File: src/rtl/fp_addsub_pipe.sv
// fp_addsub_pipe
//   Pipelined IEEE-754-style floating-point adder/subtractor with
//   round-to-nearest-even, NaN/Inf handling and exception flags.
//   The exponent and fraction widths are parameters, so fp16, bf16 and fp32
//   are all built from this one source.
//
//   Operands are registered on acceptance. Three stages then follow:
//     S1 align  : swap by magnitude, decode specials, right-shift smaller
//     S2 add    : add/subtract aligned significands
//     S3 round  : normalise, round to nearest even, pack into x/flags
//   Results appear 3 cycles after acceptance.
//
//   Optional feature macro: FPADD_SUBNORMAL_EN
//     defined   : gradual underflow (subnormal inputs and results)
//     undefined : flush mode (subnormal inputs read as signed zero, tiny
//                 results flushed to signed zero with underflow|inexact)
//
// Ports
//   clk        rising-edge clock
//   rst        asynchronous active-low reset
//   in_valid   operand pair present         in_ready  pipeline accepts
//   a, b       operands {sign, exp, frac}   sub       1: a-b, 0: a+b
//   out_valid  result present               out_ready consumer accepts
//   x          result                       flags     {invalid, overflow,
//                                                      underflow, inexact}
//
// Handshake: a transfer happens on a rising edge where valid & ready are both
// high. in_ready = !out_valid | out_ready; when it is low every stage holds,
// when it is high every stage advances (bubbles included), so x/flags stay
// stable while out_valid=1 and out_ready=0.
module fp_addsub_pipe #(
  parameter int EXP_W = 5,
  parameter int MAN_W = 10,
  localparam int W = 1 + EXP_W + MAN_W
) (
  input  logic         clk,
  input  logic         rst,
  input  logic         in_valid,
  output logic         in_ready,
  input  logic [W-1:0] a,
  input  logic [W-1:0] b,
  input  logic         sub,
  output logic         out_valid,
  input  logic         out_ready,
  output logic [W-1:0] x,
  output logic [3:0]   flags
);
  // Significand: {hidden, frac, guard, round, sticky}
  localparam int SW = MAN_W + 4;
  localparam logic [EXP_W-1:0] EMAX   = '1;
  localparam logic [W-1:0]     QNAN   = {1'b0, EMAX, 1'b1, {(MAN_W-1){1'b0}}};
  localparam logic [EXP_W:0]   SH_LIM = (EXP_W+1)'(MAN_W + 3);

  // ---------------- operand register ----------------
  logic         v0_q, sub_q;
  logic [W-1:0] opa_q, opb_q;

  // ---------------- S1 align ----------------
  logic             sa, sb;
  logic [EXP_W-1:0] ea, eb, exa, exb, big_e, sml_e, diff;
  logic [MAN_W-1:0] fa, fb;
  logic [SW-1:0]    siga, sigb, big_sig, sml_sig, sml_al, lost;
  logic             a_nan, b_nan, a_inf, b_inf, a_big;
  logic             spc1_d;
  logic [W-1:0]     spx1_d;
  logic [3:0]       spf1_d;

  assign sa = opa_q[W-1];
  assign sb = opb_q[W-1] ^ sub_q;   // effective sign of b
  assign ea = opa_q[MAN_W +: EXP_W];
  assign eb = opb_q[MAN_W +: EXP_W];
  assign fa = opa_q[MAN_W-1:0];
  assign fb = opb_q[MAN_W-1:0];

  always_comb begin
    a_nan = (ea == EMAX) && (fa != '0);
    b_nan = (eb == EMAX) && (fb != '0);
    a_inf = (ea == EMAX) && (fa == '0);
    b_inf = (eb == EMAX) && (fb == '0);
`ifdef FPADD_SUBNORMAL_EN
    siga = {(ea != '0), fa, 3'b000};
    sigb = {(eb != '0), fb, 3'b000};
`else
    siga = (ea == '0) ? '0 : {1'b1, fa, 3'b000};
    sigb = (eb == '0) ? '0 : {1'b1, fb, 3'b000};
`endif
    // zeros and subnormals sit at effective exponent 1
    exa = (ea == '0) ? EXP_W'(1) : ea;
    exb = (eb == '0) ? EXP_W'(1) : eb;
    a_big   = ({exa, siga} >= {exb, sigb});
    big_sig = a_big ? siga : sigb;
    sml_sig = a_big ? sigb : siga;
    big_e   = a_big ? exa : exb;
    sml_e   = a_big ? exb : exa;
    diff    = big_e - sml_e;
    sml_al  = sml_sig >> diff;
    lost    = sml_sig & ~({SW{1'b1}} << diff);
    if ({1'b0, diff} >= SH_LIM) sml_al = {{(SW-1){1'b0}}, |sml_sig};
    else                        sml_al[0] = sml_al[0] | (|lost);

    spc1_d = 1'b0;
    spx1_d = '0;
    spf1_d = 4'b0000;
    if (a_nan || b_nan) begin
      spc1_d = 1'b1; spx1_d = QNAN;
    end else if (a_inf && b_inf && (sa != sb)) begin
      spc1_d = 1'b1; spx1_d = QNAN; spf1_d = 4'b1000;
    end else if (a_inf) begin
      spc1_d = 1'b1; spx1_d = {sa, EMAX, {MAN_W{1'b0}}};
    end else if (b_inf) begin
      spc1_d = 1'b1; spx1_d = {sb, EMAX, {MAN_W{1'b0}}};
    end
  end

  logic             v1_q, sgn1_q, esub1_q, spc1_q;
  logic [SW-1:0]    big1_q, sml1_q;
  logic [EXP_W-1:0] exp1_q;
  logic [W-1:0]     spx1_q;
  logic [3:0]       spf1_q;

  // ---------------- S2 add ----------------
  // Never negative: the larger magnitude is always the minuend.
  logic [SW:0] sum2_d;
  assign sum2_d = esub1_q ? ({1'b0, big1_q} - {1'b0, sml1_q})
                          : ({1'b0, big1_q} + {1'b0, sml1_q});

  logic             v2_q, sgn2_q, esub2_q, spc2_q;
  logic [SW:0]      sum2_q;
  logic [EXP_W-1:0] exp2_q;
  logic [W-1:0]     spx2_q;
  logic [3:0]       spf2_q;

  // ---------------- S3 normalise / round / pack ----------------
  logic [SW-1:0]    m;
  logic [EXP_W:0]   e;
  logic [MAN_W+1:0] mant;
  logic             g, r, st, inc, inexact, tiny, zero, ovf;
  int               lz, room, sh;
  logic [W-1:0]     x_d;
  logic [3:0]       flags_d;

  always_comb begin
    m    = sum2_q[SW-1:0];
    e    = {1'b0, exp2_q};
    lz   = SW;
    room = 0;
    sh   = 0;
    if (sum2_q[SW]) begin
      // carry out: shift right, dropped bit folds into sticky
      m = sum2_q[SW:1] | {{(SW-1){1'b0}}, sum2_q[0]};
      e = {1'b0, exp2_q} + (EXP_W+1)'(1);
    end else begin
      for (int i = 0; i < SW; i++) if (sum2_q[i]) lz = SW - 1 - i;
      // left shift stops at exponent 1; anything still unnormalised is tiny
      room = int'(exp2_q) - 1;
      sh   = (lz < room) ? lz : room;
      m    = sum2_q[SW-1:0] << sh;
      e    = {1'b0, exp2_q} - (EXP_W+1)'(sh);
    end
    zero    = (sum2_q == '0);
    tiny    = ~m[SW-1];
    g       = m[2];
    r       = m[1];
    st      = m[0];
    inexact = g | r | st;
    inc     = g & (r | st | m[3]);
    mant    = {1'b0, m[SW-1:3]} + {{(MAN_W+1){1'b0}}, inc};
    if (mant[MAN_W+1]) begin
      mant = mant >> 1;
      e    = e + (EXP_W+1)'(1);
    end
    ovf = (e >= {1'b0, EMAX});

    x_d     = '0;
    flags_d = 4'b0000;
    if (spc2_q) begin
      x_d = spx2_q; flags_d = spf2_q;
    end else if (zero) begin
      // exact cancellation of opposite signs gives +0
      x_d = {(esub2_q ? 1'b0 : sgn2_q), {(W-1){1'b0}}};
`ifndef FPADD_SUBNORMAL_EN
    end else if (tiny) begin
      x_d = {sgn2_q, {(W-1){1'b0}}}; flags_d = 4'b0011;
`endif
    end else if (ovf) begin
      x_d = {sgn2_q, EMAX, {MAN_W{1'b0}}}; flags_d = 4'b0101;
    end else begin
      // a subnormal that rounds up into the hidden bit becomes exponent 1
      x_d = {sgn2_q, (mant[MAN_W] ? e[EXP_W-1:0] : {EXP_W{1'b0}}), mant[MAN_W-1:0]};
`ifdef FPADD_SUBNORMAL_EN
      flags_d = {2'b00, tiny & inexact, inexact};
`else
      flags_d = {3'b000, inexact};
`endif
    end
  end

  logic         out_valid_q;
  logic [W-1:0] x_q;
  logic [3:0]   flags_q;

  assign in_ready  = ~out_valid_q | out_ready;
  assign out_valid = out_valid_q;
  assign x         = x_q;
  assign flags     = flags_q;

  always_ff @(posedge clk or negedge rst) begin
    if (!rst) begin
      v0_q <= 1'b0; sub_q <= 1'b0; opa_q <= '0; opb_q <= '0;
      v1_q <= 1'b0; sgn1_q <= 1'b0; esub1_q <= 1'b0; spc1_q <= 1'b0;
      big1_q <= '0; sml1_q <= '0; exp1_q <= '0; spx1_q <= '0; spf1_q <= '0;
      v2_q <= 1'b0; sgn2_q <= 1'b0; esub2_q <= 1'b0; spc2_q <= 1'b0;
      sum2_q <= '0; exp2_q <= '0; spx2_q <= '0; spf2_q <= '0;
      out_valid_q <= 1'b0; x_q <= '0; flags_q <= '0;
    end else if (in_ready) begin
      v0_q    <= in_valid;
      sub_q   <= sub;
      opa_q   <= a;
      opb_q   <= b;
      v1_q    <= v0_q;
      sgn1_q  <= a_big ? sa : sb;
      esub1_q <= sa ^ sb;
      spc1_q  <= spc1_d;
      big1_q  <= big_sig;
      sml1_q  <= sml_al;
      exp1_q  <= big_e;
      spx1_q  <= spx1_d;
      spf1_q  <= spf1_d;
      v2_q    <= v1_q;
      sgn2_q  <= sgn1_q;
      esub2_q <= esub1_q;
      spc2_q  <= spc1_q;
      sum2_q  <= sum2_d;
      exp2_q  <= exp1_q;
      spx2_q  <= spx1_q;
      spf2_q  <= spf1_q;
      out_valid_q <= v2_q;
      x_q     <= x_d;
      flags_q <= flags_d;
    end
  end
endmodule
File: config.mk
export PLATFORM = sky130hd
export DESIGN_NAME = fp_addsub_pipe
export DESIGN_NICKNAME = d
export VERILOG_FILES = /design/src/rtl/fp_addsub_pipe.sv
export SDC_FILE = /design/constraint.sdc
export NUM_CORES = 1
export LEC_CHECK = 0
export CAP_MARGIN = 10
export CORE_MARGIN = 5
export CORE_UTILIZATION = 53
export CTS_CLUSTER_DIAMETER = 40
export DETAILED_ROUTE_END_ITERATION = 16
export PLACE_DENSITY = 0.81
export SLEW_MARGIN = 20
export SYNTH_ARGS = -nofsm -noshare
export SYNTH_HDL_FRONTEND = slang
export SYNTH_SLANG_ARGS = --single-unit
File: constraint.sdc
create_clock -name clk -period 10.35 [get_ports clk]
set_input_delay 1.035 -clock clk [delete_from_list [all_inputs] [get_ports clk]]
set_output_delay 1.035 -clock clk [all_outputs]
set_load 0.02 [all_outputs]
==> flow_metrics.env <==
export IMPL_cts_setup_buffers=0
export IMPL_vias=8720
export IMPL_yosysSeqAreaShare=0.326
export IMPL_htree_num_levels=4
export IMPL_wl_per_cell_um=17.5
export IMPL_synthesis_area_um2=9130
export IMPL_syn_area_per_cell_um2=7.92
export IMPL_path_common_cell="ha_1"
export IMPL_cts_buffer_depth=2
export IMPL_crit_path_max_incr_delay_ns=0.60
export IMPL_slowest_stage="dfrtp_1"
export IMPL_clk_pin_slew_ns=0.06
export IMPL_routed_wl_um=24800
export IMPL_port_buffer_count=58
export IMPL_ys_flop_type="dfrtp_1"
export IMPL_die_w_um=141
export IMPL_drt_initial_drc_count=714
export IMPL_cp_max_fo=14
export IMPL_mappedNetlistNets=1232
export IMPL_firstDrtPassIters=5
export IMPL_antenna_found_initial=0
export IMPL_worst_ep_arrival_time_ns=6.73
export IMPL_post_cts_resize_count=0
export IMPL_cts_root_buf="clkbuf_16"
export IMPL_setup_viol=0
export IMPL_cp_top_family="compound AO/OA/AOI/OAI gates"
export IMPL_hp_class="flop to flop"
export IMPL_hold_buffers=0
export IMPL_tns_ns=0
export IMPL_grt_start_max_net_pins=107
export IMPL_start_kind="flop"
export IMPL_synth_cells=1152
export IMPL_drive_gt1_frac=0.0691
export IMPL_grt_overflow=0
export IMPL_yosysWarnings=0
export IMPL_max_freq_mhz=156
export IMPL_gp_congestion=0.921
export IMPL_synth_distinct_cells=85
export IMPL_finalNetCount=1255
export IMPL_async_reset_ff_frac=1.00
export IMPL_start_util=0.533
export IMPL_min_period_ns=6.43
export IMPL_dieArea_um2=19900
export IMPL_crit_path_cell_trace="inv_1 -> ha_1 -> xor2_1 -> inv_1 -> ha_1 -> or2_2 -> a21oi_1 -> o21ai_2 -> o31ai_4 -> mux2i_1 -> buf_4 -> inv_2 -> ha_1 -> nor2b_1 -> ha_1 -> a21o_1 -> a21oi_1 -> o21bai_1 -> a21oi_1 -> xor2_1 -> o21ai_0 -> o211ai_2 -> o221ai_1 -> a221o_1"
export IMPL_cts_made_buffers=17
export IMPL_worst_setup_path_type="flop to flop"
export IMPL_tightest_slew_ns=0.942
export IMPL_fin_crit_sh=0.621
export IMPL_clock_latency_ns=0.42
export IMPL_fillCellCount=1492
export IMPL_grt_pass1_vias=8258
export IMPL_core_area_um2=17100
export IMPL_row_count=48
export IMPL_vias_per_cell=6.18
export IMPL_finish_utilization=0.609
export IMPL_synth_edff_count=0
export IMPL_cts_tree="built"
export IMPL_end_kind="flop"
export IMPL_dpl_hpwl_um=18200
export IMPL_hold_ws_ns=0.457
export IMPL_antenna_left=0
export IMPL_synth_seq_cells=119
export IMPL_drc=0
export IMPL_hold_viol_final=0
export IMPL_die_height_um=141
export IMPL_rsz0062_at_grt="false"
export IMPL_slew_headroom=0.372
export IMPL_drv_slew=0
export IMPL_n_antenna_cell=0
export IMPL_grt_pass1_wl_um=41200
export IMPL_status="finished, final reports clean"
export IMPL_ioPinCount=59
export IMPL_track_usage=0.252
export IMPL_cp_data_required_time_ns=10.65
export IMPL_worst_path_buf_inv=4
export IMPL_drv_cap=0
export IMPL_syn_to_final_growth_pct=14.3
export IMPL_clock_skew_ns=0.00778
export IMPL_clock_sinks=119
path summary, 6_finish.rpt:
check	from	end	slack, ns	depth (start not counted)
setup / recovery	exp2_q[0]$_DFFE_PN0P_	x[13]$_DFFE_PN0P_	3.92	24
hold / removal	v2_q$_DFFE_PN0P_	v2_q$_DFFE_PN0P_	0.46	2
setup reg to reg	exp2_q[0]$_DFFE_PN0P_	x[13]$_DFFE_PN0P_	3.92	24
hold reg to reg	v2_q$_DFFE_PN0P_	v2_q$_DFFE_PN0P_	0.46	2
max in group asynchronous	rst	x[13]$_DFFE_PN0P_	8.41	2
min in group asynchronous	rst	opa_q[12]$_DFFE_PN0P_	0.61	1
layer usage:
layer	global-route usage	share of wire
met1	0.326	0.42
met2	0.423	0.49
met3	0.0421	0.063
met4	0.0999	0.034
met5	0	0
cell usage in the layout (no fill, tap or decap), types with 15 or more instances in the layout:
cell type and instances:
nand2_1 245, dfrtp_1 119, o21ai_0 87, nor2_1 82, a21oi_1 63, clkdlybuf4s50_1 57
ha_1 42, inv_1 37, nor3_1 32, mux2i_1 28, xnor2_1 28, nand3_1 20
o31ai_1 19, and2_1 17, clkbuf_16 17, and3_1 16, a22o_1 15
per-stage QoR:
| step | worst slack (ns) | area (um2) | instances |
|---|---|---|---|
| 6_report | 3.92 | 10400 | 1412 |
| 2_1_floorplan | 4.75 | 9130 | 1152 |
| 3_3_place_gp | 4.39 | 9830 | 1381 |
| 5_1_grt | 3.51 | 10400 | 1412 |
| 3_5_place_dp | 4.21 | 9830 | 1381 |
| 4_1_cts | 4.04 | 10400 | 1412 |
cell usage after synthesis (5+ instances only):
library cell	instances	area share
o21a_1	12	0.0099
xnor2_1	29	0.028
or2_2	7	0.0048
a21oi_1	63	0.035
nor2b_1	8	0.0055
mux2i_1	28	0.031
a211oi_1	11	0.0090
o22ai_1	8	0.0055
nor3_1	32	0.018
nand4_1	10	0.0069
a21o_1	11	0.0090
a221o_1	11	0.012
o21ai_0	87	0.048
a22o_1	15	0.014
or4_1	8	0.0066
nor2_1	83	0.034
dfrtp_1	119	0.33
o221ai_1	5	0.0048
a221oi_1	5	0.0048
nand3_1	20	0.011
o31a_1	6	0.0058
ha_1	42	0.058
xor2_1	10	0.0096
clkbuf_1	55	0.023
inv_1	38	0.016
o31ai_1	19	0.016
and3_1	16	0.011
a31oi_1	7	0.0048
buf_2	6	0.0033
nand2b_1	10	0.0069
nand2_1	245	0.10
or3_1	6	0.0041
and2_1	17	0.012
nor4_1	10	0.0069
cells by family after synthesis:
| group | after synthesis | synth area share |
|---|---|---|
| XOR/XNOR | 39 | 0.0374 |
| AND/OR/NAND/NOR | 493 | 0.250 |
| AO/OA/AOI/OAI | 317 | 0.237 |
| flip-flops | 119 | 0.326 |
| multiplexers | 36 | 0.0447 |
| buffers and inverters | 105 | 0.0448 |
| adder cells (fa/ha/maj) | 43 | 0.0598 |
worst register-to-register path: stages, from the launching register on:
cell	delay [ns]
dfrtp_1	0.60
inv_1	0.19
ha_1	0.27
xor2_1	0.22
inv_1	0.11
ha_1	0.28
or2_2	0.28
a21oi_1	0.26
o21ai_2	0.12
o31ai_4	0.14
mux2i_1	0.23
buf_4	0.23
inv_2	0.15
ha_1	0.30
nor2b_1	0.22
ha_1	0.27
a21o_1	0.16
a21oi_1	0.33
o21bai_1	0.12
a21oi_1	0.22
xor2_1	0.34
o21ai_0	0.20
o211ai_2	0.48
o221ai_1	0.23
a221o_1	0.35
state kept, by name (all words and copies together), names as in the netlist, 2 cells and up:
register,flops
opa_q,16
opb_q,16
x,16
sum2_q,15
sml1_q,14
big1_q,11
exp1_q,5
exp2_q,5
flags,4
spx1_q,2
spx2_q,2
area by class of cell:
type / instances / area (um2) / share of cell area
timing repair buffer: 69 / 661 / 0.0633
inverter: 40 / 150 / 0.0144
multi-input combinational: 928 / 5760 / 0.552
sequential: 119 / 2980 / 0.286
tap: 225 / 282 / 0.0270
clock buffer: 20 / 457 / 0.0438
clock inverter: 11 / 148 / 0.0142
Power is not shown: default switching activity piles up to over one toggle a cycle in this logic, so the estimate is an artifact.
